`src/rtl/mul_pkg.sv`:
```
// Shared definitions for the multiplier operand sequencer: state encoding and
// default sizing constants.
package mul_pkg;

  localparam int W_DEF       = 16;
  localparam int TIMEOUT_DEF = 70000;

  typedef enum logic [2:0] {
    IDLE   = 3'd0,
    START  = 3'd1,
    LOAD_A = 3'd2,
    LOAD_B = 3'd3,
    WAIT   = 3'd4,
    OUT    = 3'd5,
    CLR    = 3'd6
  } state_t;

endpackage

```
`src/rtl/mul_watchdog.sv`:
```
// Saturating cycle counter that flags a multiplier which has not finished
// within TIMEOUT cycles of waiting.
module mul_watchdog
  import mul_pkg::*;
#(
  parameter int TIMEOUT = TIMEOUT_DEF
) (
  input  logic clk,
  input  logic rst,
  input  logic clr,
  input  logic en,
  output logic expired
);

  localparam int CW = (TIMEOUT > 2) ? $clog2(TIMEOUT) : 1;
  localparam logic [CW-1:0] LAST = CW'(TIMEOUT - 1);

  logic [CW-1:0] count;

  // Holds at LAST instead of wrapping, so expired stays asserted until cleared.
  always_ff @(posedge clk or posedge rst) begin
    if (rst) begin
      count <= '0;
    end else if (clr) begin
      count <= '0;
    end else if (en && (count != LAST)) begin
      count <= count + CW'(1);
    end
  end

  assign expired = (count == LAST);

endmodule

```
`src/rtl/mul_operand_sequencer.sv`:
```
// Front end for the repeated-addition multiplier: accepts an operand pair,
// serialises A then B onto the multiplier bus, waits for done, returns the product.
module mul_operand_sequencer
  import mul_pkg::*;
#(
  parameter int W       = W_DEF,
  parameter int TIMEOUT = TIMEOUT_DEF,
  parameter bit SWAP_EN = 1'b1
) (
  input  logic         clk,
  input  logic         rst,
  input  logic         in_valid,
  output logic         in_ready,
  input  logic [W-1:0] in_a,
  input  logic [W-1:0] in_b,
  output logic         out_valid,
  input  logic         out_ready,
  output logic [W-1:0] out_product,
  output logic         out_err,
  output logic         mul_start,
  output logic [W-1:0] mul_data,
  input  logic         mul_done,
  input  logic [W-1:0] mul_result,
  output logic         mul_clr,
  output logic         busy,
  output state_t       dbg_state
);

  // Handshakes: a transfer happens on a rising edge where valid and ready are
  // both high; valid never depends on ready, and payload is held while valid
  // is high and ready is low.

  state_t        state, state_d;
  logic [W-1:0]  a_q, b_q, a_nxt, b_nxt, a_sel, b_sel;
  logic [W-1:0]  product_q, product_d, mul_data_d;
  logic          err_q, err_d, zero_q, zero_d;
  logic          swap, is_zero, expired;

  assign swap    = SWAP_EN && (in_b > in_a);
  assign a_sel   = swap ? in_b : in_a;
  assign b_sel   = swap ? in_a : in_b;
  assign is_zero = (in_a == '0) || (in_b == '0);

  mul_watchdog #(.TIMEOUT(TIMEOUT)) u_watchdog (
    .clk     (clk),
    .rst     (rst),
    .clr     (state == LOAD_B),
    .en      (state == WAIT),
    .expired (expired)
  );

  always_comb begin
    state_d   = state;
    product_d = product_q;
    err_d     = err_q;
    zero_d    = zero_q;
    a_nxt     = a_q;
    b_nxt     = b_q;
    case (state)
      IDLE: begin
        if (in_valid) begin
          a_nxt  = a_sel;
          b_nxt  = b_sel;
          zero_d = is_zero;
          if (is_zero) begin
            product_d = '0;
            err_d     = 1'b0;
            state_d   = OUT;
          end else begin
            state_d = START;
          end
        end
      end
      START:  state_d = LOAD_A;
      LOAD_A: state_d = LOAD_B;
      LOAD_B: state_d = WAIT;
      WAIT: begin
        // done wins over a timeout landing in the same cycle
        if (mul_done) begin
          product_d = mul_result;
          err_d     = 1'b0;
          state_d   = OUT;
        end else if (expired) begin
          product_d = '0;
          err_d     = 1'b1;
          state_d   = OUT;
        end
      end
      OUT:     if (out_ready) state_d = zero_q ? IDLE : CLR;
      CLR:     state_d = IDLE;
      default: state_d = IDLE;
    endcase

    // Outputs are decoded from the next state so they register in step with it.
    case (state_d)
      START, LOAD_A: mul_data_d = a_nxt;
      LOAD_B, WAIT:  mul_data_d = b_nxt;
      default:       mul_data_d = '0;
    endcase
  end

  always_ff @(posedge clk or posedge rst) begin
    if (rst) begin
      state     <= IDLE;
      a_q       <= '0;
      b_q       <= '0;
      zero_q    <= 1'b0;
      product_q <= '0;
      err_q     <= 1'b0;
      in_ready  <= 1'b1;
      out_valid <= 1'b0;
      mul_start <= 1'b0;
      mul_clr   <= 1'b0;
      busy      <= 1'b0;
      mul_data  <= '0;
    end else begin
      state     <= state_d;
      a_q       <= a_nxt;
      b_q       <= b_nxt;
      zero_q    <= zero_d;
      product_q <= product_d;
      err_q     <= err_d;
      in_ready  <= (state_d == IDLE);
      out_valid <= (state_d == OUT);
      mul_start <= (state_d == START);
      mul_clr   <= (state_d == CLR);
      busy      <= (state_d != IDLE);
      mul_data  <= mul_data_d;
    end
  end

  assign out_product = product_q;
  assign out_err     = err_q;
  assign dbg_state   = state;

endmodule
```
`config.mk`:
```
export PLATFORM = sky130hd
export DESIGN_NAME = mul_operand_sequencer
export DESIGN_NICKNAME = d
export VERILOG_FILES = /design/src/rtl/mul_pkg.sv /design/src/rtl/mul_watchdog.sv /design/src/rtl/mul_operand_sequencer.sv
export SDC_FILE = /design/constraint.sdc
export NUM_CORES = 1
export LEC_CHECK = 0
export BUFFER_PORTS_ARGS = -buffer_cell sky130_fd_sc_hd__buf_4
export CAP_MARGIN = 20
export CORE_UTILIZATION = 45
export CTS_BUF_LIST = sky130_fd_sc_hd__clkbuf_4 sky130_fd_sc_hd__clkbuf_8
export CTS_CLUSTER_DIAMETER = 30
export DETAILED_ROUTE_END_ITERATION = 12
export GPL_ROUTABILITY_DRIVEN = 0
export PLACE_DENSITY_LB_ADDON = 0.08
export RECOVER_POWER = 100
export SYNTH_ARGS = -nofsm -noshare
export SYNTH_HDL_FRONTEND = slang
export SYNTH_SLANG_ARGS = --single-unit
```
`constraint.sdc`:
```
create_clock -name clk -period 3.9 [get_ports clk]
set_input_delay 0.195 -clock clk [delete_from_list [all_inputs] [get_ports clk]]
set_output_delay 0.195 -clock clk [all_outputs]
set_load 0.1 [all_outputs]
```
==> impl_metrics.tcl <==
set metrics [dict create \
    static_leak_nw 2.49 \
    avgRoutedWirePerCell_microns 15.4 \
    post_cts_hold_buffer_count 0 \
    slowest_delay_ps 730 \
    ctsHtreeMaxLevel 3 \
    cap_viol_max_count 1 \
    max_slew.worst_pin.slew_ps 2360 \
    synthCells 448 \
    p_clk_share_pct 13.0 \
    yosys_register_bits 91 \
    timing.critical_path.required_ps 4120 \
    whs_ps 50.7 \
    startpoint_class_of_the_critical_path "primary input" \
    postSynthAreaPerCell_sq_um 10.2 \
    route.detailed.drc 0 \
    core-area_sq_um 9820 \
    cts.reportedPaths.clkPinSlew_ps 80 \
    vias_per_std_cell 5.31 \
    switching_share_pct 54.4 \
    placement.setup.worst_slack_ps 1000 \
    vias 3577 \
    grt_max_degree 67 \
    area_delta_synth_final_pct 17.7 \
    postCtsSetupRepairBufs 0 \
    grt_pass1_vias 3475 \
    seqCellArea_sq_um 2280 \
    placement_rows 36 \
    floorplan.die.width_microns 103 \
    timing.slew.headroom_pct -57.9 \
    postLayoutSetupSlackWorst_ps 1250 \
    clock_latency_ps 360 \
    mostFrequentLayoutCell "sky130_fd_sc_hd__dfrtp_1" \
    status "finished, violations left" \
    critical_path_arrival_ps 2870 \
    combPwrFrac_pct 54.7 \
    power_mw 4.61 \
    effective_utilization_at_floorplan_pct 46.5 \
    finalClockSkew_ps 4.45 \
    multi_input_area_sq_um 2020 \
    slew_violations 54 \
    drt_iter0_drc 94 \
    report.final.setup_viol 0 \
    drt_pre_antenna_iters 4 \
    syn_nets 518 \
    drt_wl_total_microns 10400 \
    clock_tree_from_tritoncts "done" \
    hold_path.class "primary input to register" \
    nFillCells 939 \
    layout.core_utilization_pct 54.8 \
    die_h_microns 103 \
    cellInternalPower_mw 2.10 \
    drive_above_1_share_pct 15.7 \
    criticalPathCategory "primary input to register" \
    cts_repair_resize_count 0 \
    antenna_found_initial 0 \
    setup_tns_final_ps 0 \
    cts-buffers-inserted 9 \
    synth.lib_cells_used.distinct 48 \
    floorplan.io_pins 94 \
    layout_common_cells "sky130_fd_sc_hd__dfrtp_1, sky130_fd_sc_hd__nand2_1, sky130_fd_sc_hd__buf_4" \
    grt_overflow_total 0 \
    synth_area_sq_um 4570 \
    fin_crit_sh_pct 67.9 \
    vdd_ir_drop_max_mv 0.422 \
    nets 606 \
    power_share_of_the_sequential_group_pct 32.3 \
    cts.sinks 91 \
    hold_viol_final 0 \
    critPathCaptureType "register" \
    cts.root.buffer_cell "sky130_fd_sc_hd__clkbuf_8" \
    dp_hpwl_microns 7430 \
    io_buffer_count 93 \
    max_freq_mhz 377 \
    groute.usage.overall_pct 21.1 \
    antenna_cells_inserted 0 \
    power.net_switching_mw 2.51 \
    fin_crit_ps 2650 \
    power.density_nw_per_um2 857 \
    max-clock-path-buffers 2 \
    failed_checks "max-capacitance violations, max-slew violations" \
    path_max_fanout 20 \
    fp.dieArea_sq_um 10600 \
    global_route_wire_length_before_repair_microns 16900 \
    antenna_left 0 \
    yosys_warnings 0 \
    path_cells "clkbuf_1, inv_1, ha_1, a21oi_1, o21ai_0, a211oi_1, a211oi_4, buf_4, mux2i_1, o221ai_2" \
    synth_seq_area_share_pct 49.8 \
    rsz0062_at_grt "false" \
    crit_path_top_delay_cell "sky130_fd_sc_hd__a211oi_4" \
]
power by group through the flow:
stage | registers [mW] | clock network (mW) | logic, mW
floorplan | 2.74 | 0 | 0.908
global placement | 1.50 | 0 | 2.70
detailed placement | 1.51 | 0 | 2.72
CTS | 1.50 | 0.631 | 2.73
global route | 1.54 | 0.661 | 2.70
finish | 1.49 | 0.600 | 2.52
sequential cells by signal, summed over array words and instances (netlist names), 3 cells and up:
| register | count |
|---|---|
| a_q | 16 |
| mul_data | 16 |
| u_watchdog.count | 17 |
| out_product | 16 |
| dbg_state | 3 |
| b_q | 16 |
routing by layer:
metal | vias up | part of all wire [%] | GRT usage (%)
met1 | 1732 | 48 | 29.0
li1 | 1759 | - | -
met5 | - | 0 | 0
met3 | 9 | 4.6 | 5.97
met2 | 77 | 46 | 32.8
met4 | 0 | 1.1 | 5.96
path summary, 6_finish.rpt:
check                                     from              to  slack [ps]  depth (start not counted)
max                                    in_a[5]     mul_data[8]        1250                         10
min                              mul_result[9]  out_product[9]          50                          2
max reg2reg                u_watchdog.count[0]    mul_data[14]        1260                          6
min reg2reg                             a_q[3]          a_q[3]         490                          2
max in group asynchronous                  rst         a_q[14]        1660                          3
min in group asynchronous                  rst       mul_start         470                          2
through the flow:
| stage | cells | area [sq um] |
|---|---|---|
| after floorplan | 448 | 4570 |
| after global placement | 657 | 5370 |
| after detailed placement | 657 | 5370 |
| after CTS | 673 | 5560 |
| after global routing | 674 | 5380 |
| final | 674 | 5380 |
final cells by class:
cell class                 instances  share of cell area [%]
clock buffer                      14                    3.23
sequential                        91                    42.3
multi-input combinational        294                    37.5
tap                              133                    3.09
timing repair buffer              98                    10.7
inverter                          42                    2.95
clock inverter                     2                   0.186
cell families (layout without fill, tap and decap cells):
| logic type | Yosys count | in the layout | share of synthesized area, % |
|---|---|---|---|
| and+or+nand+nor | 131 | 131 | 14.2 |
| AOI/OAI and AO/OA | 100 | 100 | 15.9 |
| DFF | 91 | 91 | 49.8 |
| buffers and inverters | 63 | 156 | 5.64 |
| muxes | 33 | 33 | 7.23 |
| adders and majority gates | 17 | 17 | 4.65 |
| xor gates and xnor gates | 13 | 13 | 2.49 |
critical path: cells and delay by family:
family / cells / cell delay [ps]
buffers and inverters: 3 / 730
AO/OA/AOI/OAI: 5 / 1280
multiplexers: 1 / 340
adder cells (fa/ha/maj): 1 / 320
cell usage after synthesis (all sizes together):
library cell / n / area share [%]
a22oi: 1 / 0.27
a22o: 16 / 3.1
mux2i: 33 / 7.2
buf: 8 / 1.1
ha: 17 / 4.7
nand4: 6 / 0.82
nor2b: 1 / 0.14
o221ai: 16 / 4.3
o32ai: 1 / 0.19
dfstp: 1 / 0.57
nand4b: 1 / 0.19
nand2b: 2 / 0.27
nand3: 3 / 0.33
or2: 1 / 0.14
nand3b: 1 / 0.16
nand4bb: 1 / 0.25
o21a: 2 / 0.36
a21o: 3 / 0.49
xor2: 3 / 0.57
xnor2: 10 / 1.9
o21ai: 40 / 4.4
or3: 6 / 0.93
a211oi: 3 / 0.60
nand2: 57 / 4.7
and3: 1 / 0.14
or3b: 1 / 0.19
o211a: 1 / 0.22
and2: 4 / 0.55
nor3b: 1 / 0.16
nor2: 21 / 1.7
a21oi: 14 / 1.5
nor4bb: 4 / 0.88
and4: 3 / 0.57
o211ai: 2 / 0.33
nor4: 9 / 1.2
clkbuf: 13 / 1.1
dfrtp: 90 / 49
o31ai: 1 / 0.16
nor3: 8 / 0.88
inv: 42 / 3.4
No activity file was read; power rests on OpenSTA's default activity.
